File: src/rtl/exc_irq_ctrl.sv
// -----------------------------------------------------------------------------
// exc_irq_ctrl
//
// Sequential exception/interrupt controller for the LEGv8 pipeline. It replaces
// the single ExtIRQ line with N_IRQ maskable interrupt channels and arbitrates
// them against invalid-opcode faults reported by the decoder for the
// instruction at commit.
//
// Interrupt edges are captured into pending bits. A trigger seen at commit
// produces a one-cycle redirect pulse (exc) in the following cycle.
// ELR/ESR/irq_id are then held until the next exception is taken.
//
// Optional feature macro: IRQ_SYNC_EN
//   defined     : irq_in passes a 2-flop synchroniser before edge detection
//                 (two extra cycles of irq -> pending latency).
//   not defined : irq_in is assumed synchronous to clk.
//
// Ports
//   clk           rising-edge clock
//   reset         asynchronous, active-low reset
//   irq_in        external interrupt requests (level, rising edge sets pending)
//   mask_we       write the mask register this cycle
//   mask_wdata    new mask value (1 = channel enabled)
//   commit_valid  a valid instruction is at commit this cycle
//   commit_pc     PC of the committing instruction
//   not_an_instr  decoder invalid-opcode flag for the committing instruction
//   eret          ERET committing (qualified by commit_valid)
//   exc           one-cycle pulse: flush pipeline, PC <- exc_vector
//   exc_vector    constant exception vector VEC_ADDR
//   elr           saved return PC
//   esr           saved exception status (0001 = IRQ, 0010 = invalid opcode)
//   irq_id        channel taken (meaningful when esr = 0001)
//   irq_ack       one-hot acknowledge, coincident with exc
//   pending       pending interrupt register
//   in_handler    controller is in its handler state
//   halted        double fault, core must stop
// -----------------------------------------------------------------------------
module exc_irq_ctrl #(
    parameter int                N_IRQ     = 4,
    parameter int                PC_W      = 64,
    parameter int                ESTATUS_W = 4,
    parameter logic [PC_W-1:0]   VEC_ADDR  = 64'h0000_0000_0000_00D8,
    localparam int               IRQ_ID_W  = (N_IRQ > 1) ? $clog2(N_IRQ) : 1
) (
    input  logic                  clk,
    input  logic                  reset,
    input  logic [N_IRQ-1:0]      irq_in,
    input  logic                  mask_we,
    input  logic [N_IRQ-1:0]      mask_wdata,
    input  logic                  commit_valid,
    input  logic [PC_W-1:0]       commit_pc,
    input  logic                  not_an_instr,
    input  logic                  eret,
    output logic                  exc,
    output logic [PC_W-1:0]       exc_vector,
    output logic [PC_W-1:0]       elr,
    output logic [ESTATUS_W-1:0]  esr,
    output logic [IRQ_ID_W-1:0]   irq_id,
    output logic [N_IRQ-1:0]      irq_ack,
    output logic [N_IRQ-1:0]      pending,
    output logic                  in_handler,
    output logic                  halted
);

    localparam logic [ESTATUS_W-1:0] ESR_IRQ   = ESTATUS_W'(1);
    localparam logic [ESTATUS_W-1:0] ESR_UNDEF = ESTATUS_W'(2);

    typedef enum logic [1:0] {
        ST_RUN,
        ST_TAKE,
        ST_HANDLER,
        ST_FAULT
    } state_t;

    state_t                state_q;
    state_t                state_d;
    logic [N_IRQ-1:0]      irq_s;
    logic [N_IRQ-1:0]      irq_q;
    logic [N_IRQ-1:0]      irq_edge;
    logic [N_IRQ-1:0]      mask;
    logic [N_IRQ-1:0]      eligible;
    logic [IRQ_ID_W-1:0]   winner;
    logic                  take_fault;
    logic                  take_irq;

    assign exc_vector = VEC_ADDR;

`ifdef IRQ_SYNC_EN
    logic [N_IRQ-1:0] sync1;
    logic [N_IRQ-1:0] sync2;

    // Two-flop synchroniser for asynchronous interrupt sources.
    always_ff @(posedge clk or negedge reset) begin
        if (!reset) begin
            sync1 <= '0;
            sync2 <= '0;
        end else begin
            sync1 <= irq_in;
            sync2 <= sync1;
        end
    end

    assign irq_s = sync2;
`else
    assign irq_s = irq_in;
`endif

    assign irq_edge = irq_s & ~irq_q;
    assign eligible = pending & mask;

    // Edge detection, mask register and pending bits. A new edge on the same
    // cycle as its acknowledge keeps the pending bit set.
    always_ff @(posedge clk or negedge reset) begin
        if (!reset) begin
            irq_q   <= '0;
            mask    <= '1;
            pending <= '0;
        end else begin
            irq_q   <= irq_s;
            pending <= (pending & ~irq_ack) | irq_edge;
            if (mask_we) begin
                mask <= mask_wdata;
            end
        end
    end

    // Fixed priority among eligible channels: the lowest index wins.
    always_comb begin
        winner = '0;
        for (int k = N_IRQ - 1; k >= 0; k--) begin
            if (eligible[k]) begin
                winner = IRQ_ID_W'(k);
            end
        end
    end

    // State register.
    always_ff @(posedge clk or negedge reset) begin
        if (!reset) begin
            state_q <= ST_RUN;
        end else begin
            state_q <= state_d;
        end
    end

    // Next-state and Moore outputs. Exceptions are only taken while an
    // instruction is committing, so ELR always holds a real PC. An invalid
    // opcode outranks any interrupt. In the handler, a fault beats ERET.
    always_comb begin
        state_d    = state_q;
        exc        = 1'b0;
        in_handler = 1'b0;
        halted     = 1'b0;
        take_fault = 1'b0;
        take_irq   = 1'b0;
        case (state_q)
            ST_RUN: begin
                if (commit_valid && not_an_instr) begin
                    take_fault = 1'b1;
                    state_d    = ST_TAKE;
                end else if (commit_valid && (|eligible)) begin
                    take_irq = 1'b1;
                    state_d  = ST_TAKE;
                end
            end
            ST_TAKE: begin
                exc     = 1'b1;
                state_d = ST_HANDLER;
            end
            ST_HANDLER: begin
                in_handler = 1'b1;
                if (commit_valid && not_an_instr) begin
                    state_d = ST_FAULT;
                end else if (commit_valid && eret) begin
                    state_d = ST_RUN;
                end
            end
            ST_FAULT: begin
                halted = 1'b1;
            end
            default: begin
                state_d = ST_RUN;
            end
        endcase
    end

    // The acknowledge goes only to the channel that was taken, and only while
    // exc is high; a fault exception acknowledges nothing.
    always_comb begin
        irq_ack = '0;
        for (int k = 0; k < N_IRQ; k++) begin
            irq_ack[k] = exc && (esr == ESR_IRQ) && (irq_id == IRQ_ID_W'(k));
        end
    end

    // Exception context capture. irq_id is left untouched by a fault.
    always_ff @(posedge clk or negedge reset) begin
        if (!reset) begin
            elr    <= '0;
            esr    <= '0;
            irq_id <= '0;
        end else if (take_fault) begin
            elr <= commit_pc;
            esr <= ESR_UNDEF;
        end else if (take_irq) begin
            elr    <= commit_pc;
            esr    <= ESR_IRQ;
            irq_id <= winner;
        end
    end

endmodule

File: config.mk
export PLATFORM = sky130hd
export DESIGN_NAME = exc_irq_ctrl
export DESIGN_NICKNAME = d
export VERILOG_FILES = /design/src/rtl/exc_irq_ctrl.sv
export SDC_FILE = /design/constraint.sdc
export NUM_CORES = 1
export LEC_CHECK = 0
export BUFFER_PORTS_ARGS = -buffer_cell sky130_fd_sc_hd__buf_2
export CAP_MARGIN = 25
export CORE_UTILIZATION = 26
export CTS_CLUSTER_DIAMETER = 60
export DETAILED_ROUTE_END_ITERATION = 12
export SYNTH_ARGS = -nofsm -noshare
export SYNTH_HDL_FRONTEND = slang
export SYNTH_SLANG_ARGS = --single-unit
File: constraint.sdc
create_clock -name clk -period 1.74 [get_ports clk]
set_input_delay 0.348 -clock clk [delete_from_list [all_inputs] [get_ports clk]]
set_output_delay 0.348 -clock clk [all_outputs]
set_load 0.1 [all_outputs]
# Word level (Yosys, flattened, before mapping)
# Cells that the tools add are included.
# Widths: inputs -> output; s select.
# totals
reg_bits	84
in_bits	78
word_cells	59
# classes
bitwise_logic	7
n_mux	21
reduce_logical	15
eq_ne	9
# ops
cell	count
$mux 64	2
$mux 2	8
$and 4x4->4	3
$eq 2x2->1 const B	4
$logic_and 1x1->1	8
$mux 1	8
$mux 4	2
$not 4->4	2
$ne 3x3->1 const B	2
$pmux 2 s3	1
$eq 2x1->1 const B	2
$eq 4x1->1 const B	1
$logic_not 2->1	2
$or 4x4->4	1
$reduce_or 4->1	1
$reduce_and 3->1	1
$reduce_bool 3->1	1
$reduce_and 2->1	1
$reduce_bool 2->1	1
$not 1->1	1

# Longest topological paths before layout
# Gate-level depths: netlist of the first run.
# logic_depth
depth_word	8
mapped_depth	7

# Worst setup path before layout of the first run
# No wires, ideal clock.
# synth_timing
path_type	register to register
start	register state_q[1]
end	register pending[2]
stages_incl_launch_ff	6
n_path_buf	0
t_required_ns	1.479
arrival_ns	4.032
synth_period_minus_slack_ns	4.293
setup_slack_ns	-2.553
cell_sequence	dfrtp_1 inv_1 ha_1 nand3_1 nor3b_1 o22ai_1
# synth_via
elab_chain_len	7
# synth_rtl
element	line_no	rtl
from (decl)	75	state_t state_q;
from (signal assigned)	142	state_q <= state_d;
$eq 2x1->1	156	case (state_q)
$mux 1	156	
via exc	54	output logic exc,
$logic_and 1x1->1 (2 in a row)	192	irq_ack[k] = exc && (esr == ESR_IRQ) && (irq_id == IRQ_ID_W'(k));
via irq_ack[2]	59	output logic [N_IRQ-1:0] irq_ack,
$not 4->4	120	pending <= (pending & ~irq_ack) | irq_edge;
$and 4x4->4	120	
$or 4x4->4	120	
to (signal assigned)	120	
to (decl)	60	output logic [N_IRQ-1:0] pending,
# The timed path passes the listed nets, and every way through them passes these cells.
# A chain may end at the register's enable or synchronous reset.

# Final worst setup path of the first run
# layout_timing
start	register state_q[0]
end	output port irq_ack[3]
# layout_via
elab_chain_len	4
# layout_rtl
element	line_no
$eq 2x1->1	156
$mux 1	156
$logic_and 1x1->1 (2 in a row)	192
to (decl)	59
# No other way between the ends.

==> out/results.txt, run 1 <==
Worst Max-Slew Pin Slew = 0.515 ns
Std-Cell Rows = 45
Area Growth Syn to Fin = 42.4%
Fin nets = 561
Initial Util = 26.6%
Worst path arrival time = 1.58 ns
Fraction of registers with async set/reset = 100%
CTS root buf = clkbuf_16
Crit path time final = 1.93 ns
Hold Crit Class = in2reg
Startpoint Class = register
Number of max-cap violations = 0
CP max-delay cell = dfrtp_1
Most frequent cells in the layout = buf_2, dfrtp_1, conb_1, mux2_4, buf_4
Port-buffer cells = 156
EDFF count, synth = 0
Worst Setup End Kind = output port
Setup slack after layout = -0.187 ns
First-pass GRT wire length = 13.9 mm
Failing checks = setup timing
Tot GR Track Use = 11.2%
Core ar. = 0.0151 sq mm
Mapped Avg Cell Area = 14.6 sq um
Final core occ = 37.9%
Worst hold start = irq_in[1]
Max Root-Sink Buffers = 2
Worst-path cell chain = buf_6, ha_4, and3b_1, and3_4, buf_12
Final WL = 8.66 mm
Initial DRC Count = 44
Fin crit share = 111%
Post-DP HPWL = 6.05 mm
GR peak layer = met2
Final setup violation count = 70
Sink Count = 82
Average wire per standard cell = 12.9 microns
Commonest non-fill, non-tap cell in the layout = buf_2
Vias per cell = 3.93
Status = finished, violations left
Placement Setup Slack = -0.0765 ns
TritonCTS Buffers = 9
Area of the mapped netlist = 0.00403 sq mm
Reg-to-Reg Start = state_q[0]$_DFFE_PN0P_
Vert. Die Dim = 127 microns
I/O pins = 223
Met1 Track Usage GR = 14.2%
Slew margin rel. = 65.9%
Crit path from = state_q[0]$_DFFE_PN0P_
M2 GR Usage = 17.3%
Main synth FF type = dfrtp_1
Gpl congestion = 0.734
Clock Skew = 0.00478 ns
Unrepaired setup endpoints after global routing = true
Die width = 127 microns
Max Clock Freq = 519 MHz
Crit-path max cell delay = 0.39 ns
Mapped Cells = 276
CP required = 1.39 ns
Crit path max fanout = 4
Clk pin slew, worst setup/hold paths = 0.06 ns
Yosys reg bits = 82
Final Max Slew Viols = 0
GR met3 Demand/Resource = 4.43%
Yosys warnings = 0
Clk Latency, worst-skew pair = 0.33 ns
WS Path Type = reg2out
Vias = 2,643
Initial antenna violation count = 0
CTS tree = done
Initial DRT Pass Iterations = 4
Number of global-route vias before repair = 2,692
H-tree depth = 3
Diodes inserted = 0
Sequential fraction of the synthesis area = 51.0%
Detailed-route DRC error count = 0
Final Hold Vio Count = 0
Antenna-violating nets left = 0
Largest net degree at the start of global routing = 46
Global route overflow = 0
Share of post-route cells with drive strength above 1 = 64.9%
Number of library cell types mapped by synthesis = 31
Die area = 0.0160 sq mm
-- registers in the layout (all words and copies together), names as in the netlist --
| name | cells |
|---|---|
| elr | 64 |
| esr | 2 |
| irq_id | 2 |
| irq_q | 4 |
| mask | 4 |
| pending | 4 |
| state_q | 2 |
-- stage by stage --
stage | TNS, ns | instances | hold slack (ns) | cell area, sq um
floorplan | -13.80 | 340 | 0.0524 | 4360
global placement | -1.16 | 631 | 0.266 | 5020
detailed placement | -2.84 | 631 | 0.276 | 5020
CTS | -5.41 | 667 | 0.110 | 5650
global route | -11.19 | 672 | 0.119 | 5740
finish | -6.25 | 672 | 0.132 | 5740
-- Yosys cell counts (4+ instances only) --
| cell type | number | area, sq um |
|---|---|---|
| dfstp_2 | 4 | 105 |
| dfrtp_1 | 78 | 1950 |
| ha_1 | 4 | 50.1 |
| o21ai_0 | 4 | 20.0 |
| a21oi_1 | 4 | 20.0 |
| mux2_4 | 60 | 901 |
| buf_12 | 7 | 140 |
| inv_1 | 10 | 37.5 |
| mux2_1 | 5 | 56.3 |
| buf_4 | 66 | 495 |
| mux2_2 | 5 | 56.3 |
-- layout make-up --
type,instances,area [sq um]
clock buffer,11,243
clock inverter,5,30.0
fill,1490,9410
inverter,10,40.0
multi-input combinational,175,1670
sequential,82,2070
tap,188,235
timing repair buffer,201,1450
-- repair_timing --
action / 4_1_cts / 5_1_grt
resized for setup: 24 / 13
hold buffers: 1 / 0
pin swaps: 5 / 3
endpoints found under the setup margin: 70 / 72
cloned: 6 / 0
setup buffers: 14 / 7
endpoints found under the hold margin: 19 / 0
-- critical path: cells and delay by family, from the launching register on --
family	cells	cell delay (ns)
adder cells (fa/ha/maj)	1	0.17
buffers and inverters	2	0.29
flip-flops	1	0.39
AND/OR/NAND/NOR	2	0.40
-- metal layers --
metal	vias up	share of wire [%]	wire length [microns]
li1	1210	-	-
met1	1303	44	3770
met2	121	47	4050
met3	9	8.6	748
met4	0	1.1	91
met5	-	0	0
-- cells by family (layout without fill, tap and decap cells) --
group                    after synthesis  after routing  share of synthesized area (%)
other                                  2             66                          0.186
AND/OR/NAND/NOR                       17             17                           2.48
buffers and inverters                 83            227                           16.7
flip-flops                            82             82                           51.0
multiplexers                          71             71                           25.4
AO/OA/AOI/OAI                         17             17                           2.95
adder cells (fa/ha/maj)                4              4                           1.24
-- final timing paths --
path / endpoint / slack, ns / cells past startpoint
setup / recovery: irq_ack[3] / -0.19 / 5
max in group asynchronous: elr[61]$_DFFE_PN0P_ / 0.72 / 3
hold reg to reg: pending[1]$_DFF_PN0_ / 0.42 / 1
setup reg to reg: elr[7]$_DFFE_PN0P_ / -0.16 / 9
hold / removal: irq_q[1]$_DFF_PN0_ / 0.13 / 1
min in group asynchronous: elr[53]$_DFFE_PN0P_ / 0.49 / 2
Power of run 1 is left out: the tool's default activity adds up to more than one toggle a clock period on the data nets, which glitch-free logic cannot reach.
==> run 2: changes to the inputs <==
- SETUP_SLACK_MARGIN: not set -> 0.02
==> out/results.txt, run 2 (same netlist as run 1, synthesis figures left out) <==
Number of global-route vias before repair = 2,724
Crit path max fanout = 4
Worst Setup End Kind = output port
Clk pin slew, worst setup/hold paths = 0.06 ns
Clk Latency, worst-skew pair = 0.33 ns
WS Path Type = reg2out
Final Hold Vio Count = 0
Core ar. = 0.0151 sq mm
Final Max Slew Viols = 0
Setup TNS = -5.86 ns
CTS root buf = clkbuf_16
Largest Register = elr
Detailed-route DRC error count = 0
R2r setup slk = -0.14 ns
Unrepaired setup endpoints after global routing = true
Fin nets = 565
Largest register FFs = 64
R2R depth = 9
Clock Skew = 0.00508 ns
Number of max-cap violations = 0
Largest net degree at the start of global routing = 46
Area Growth Syn to Fin = 44.6%
CP required = 1.39 ns
Capturing point of the worst reg2reg path = elr[7]$_DFFE_PN0P_
Antenna-violating nets left = 0
Crit path to = irq_ack[3]
Initial DRT Pass Iterations = 4
Filler Cells Inserted = 1,479
Max Clock Freq = 503 MHz
Initial DRC Count = 42
Failing checks = setup timing
I/O pins = 223
Max Root-Sink Buffers = 2
Status = finished, violations left
Highest routed layer = met4
TritonCTS Buffers = 9
Hold Path Depth = 1
Final setup violation count = 71
Vias = 2,656
Post-DP HPWL = 6.05 mm
Slew margin rel. = 65.9%
Most frequent cells in the layout = buf_2, dfrtp_1, conb_1, mux2_4, buf_4
Vias per cell = 3.93
Hold Crit Class = in2reg
Fin crit share = 114%
Initial antenna violation count = 0
DR WL met3 = 742 microns
Port-buffer cells = 156
Worst path arrival time = 1.64 ns
Initial Util = 26.6%
Share of post-route cells with drive strength above 1 = 65.4%
Commonest non-fill, non-tap cell in the layout = buf_2
Crit path from = state_q[1]$_DFFE_PN0P_
Vert. Die Dim = 127 microns
Placement Setup Slack = -0.0765 ns
Average wire per standard cell = 13.0 microns
Final core occ = 38.5%
CTS tree = done
Met1 wire length = 3.83 mm
Die width = 127 microns
Gpl congestion = 0.734
Sink Count = 82
Crit path time final = 1.99 ns
First-pass GRT wire length = 14.0 mm
Reg-to-Reg Start = state_q[1]$_DFFE_PN0P_
Tot GR Track Use = 11.3%
Diodes inserted = 0
WL met2 = 4.13 mm
Startpoint Class = register
Hold_ws = 0.132 ns
Std-Cell Rows = 45
Worst Max-Slew Pin Slew = 0.515 ns
H-tree depth = 3
Global route overflow = 0
Final WL = 8.80 mm
Die area = 0.0160 sq mm
Setup slack after layout = -0.247 ns
## run 2: changes by cell type in the layout (fill, tap and decap cells not counted)
cell / previous run / this run
clkbuf_16: 9 / 10
nand2_2: 2 / 1
nor2_2: 1 / 0
buf_8: 0 / 1
inv_2: 1 / 2
nand2_4: 0 / 1
mux2_1: 1 / 0
buf_12: 12 / 14
mux2_4: 64 / 65
inv_4: 1 / 0
nor2_4: 1 / 2
## run 2: critical path, stage by stage, from the launching register on
cell and delay (ns):
dfrtp_1 0.39, inv_2 0.07, buf_6 0.10, ha_4 0.14, and3b_1 0.20, and3_4 0.22, buf_12 0.17
## run 2: area by class of cell
class	instances	area [sq um]	share of cell area, %
Multi-Input combinational cell	175	1680	28.8
Clock inverter	5	30.0	0.515
Clock buffer	11	243	4.16
Tap cell	188	235	4.04
Sequential cell	82	2070	35.5
Timing Repair Buffer	205	1530	26.3
Inverter	10	37.5	0.644
## run 2: per-stage QoR
stage,cells,area (sq um)
2_1_floorplan,340,4360
3_3_place_gp,631,5020
3_5_place_dp,631,5020
4_1_cts,668,5670
5_1_grt,676,5830
6_report,676,5830
## run 2: worst min path at each step
stage / from / end / slack [ns]
6_report: irq_in[1] / irq_q[1]$_DFF_PN0_ / 0.13
3_3_place_gp: reset / elr[54]$_DFFE_PN0P_ / 0.27
4_1_cts: irq_in[1] / irq_q[1]$_DFF_PN0_ / 0.11
3_5_place_dp: reset / elr[53]$_DFFE_PN0P_ / 0.28
5_1_grt: irq_in[1] / irq_q[1]$_DFF_PN0_ / 0.12
2_1_floorplan: reset / elr[0]$_DFFE_PN0P_ / 0.05
## run 2: what timing repair did
action / CTS / global route
endpoints found under the setup margin: 70 / 73
cloned: 6 / 1
gates resized for setup: 22 / 19
hold buffers: 1 / 0
hold endpoints to repair: 19 / 0
buffers inserted: 15 / 11
pin swaps: 4 / 7
## run 2: layer usage
| metal | up-vias | track usage [%] |
|---|---|---|
| met4 | 0 | 4.04 |
| li1 | 1217 | - |
| met1 | 1309 | 14.2 |
| met2 | 121 | 17.5 |
| met3 | 9 | 4.43 |
| met5 | - | 0 |
Power of run 2 is left out for the same reason.
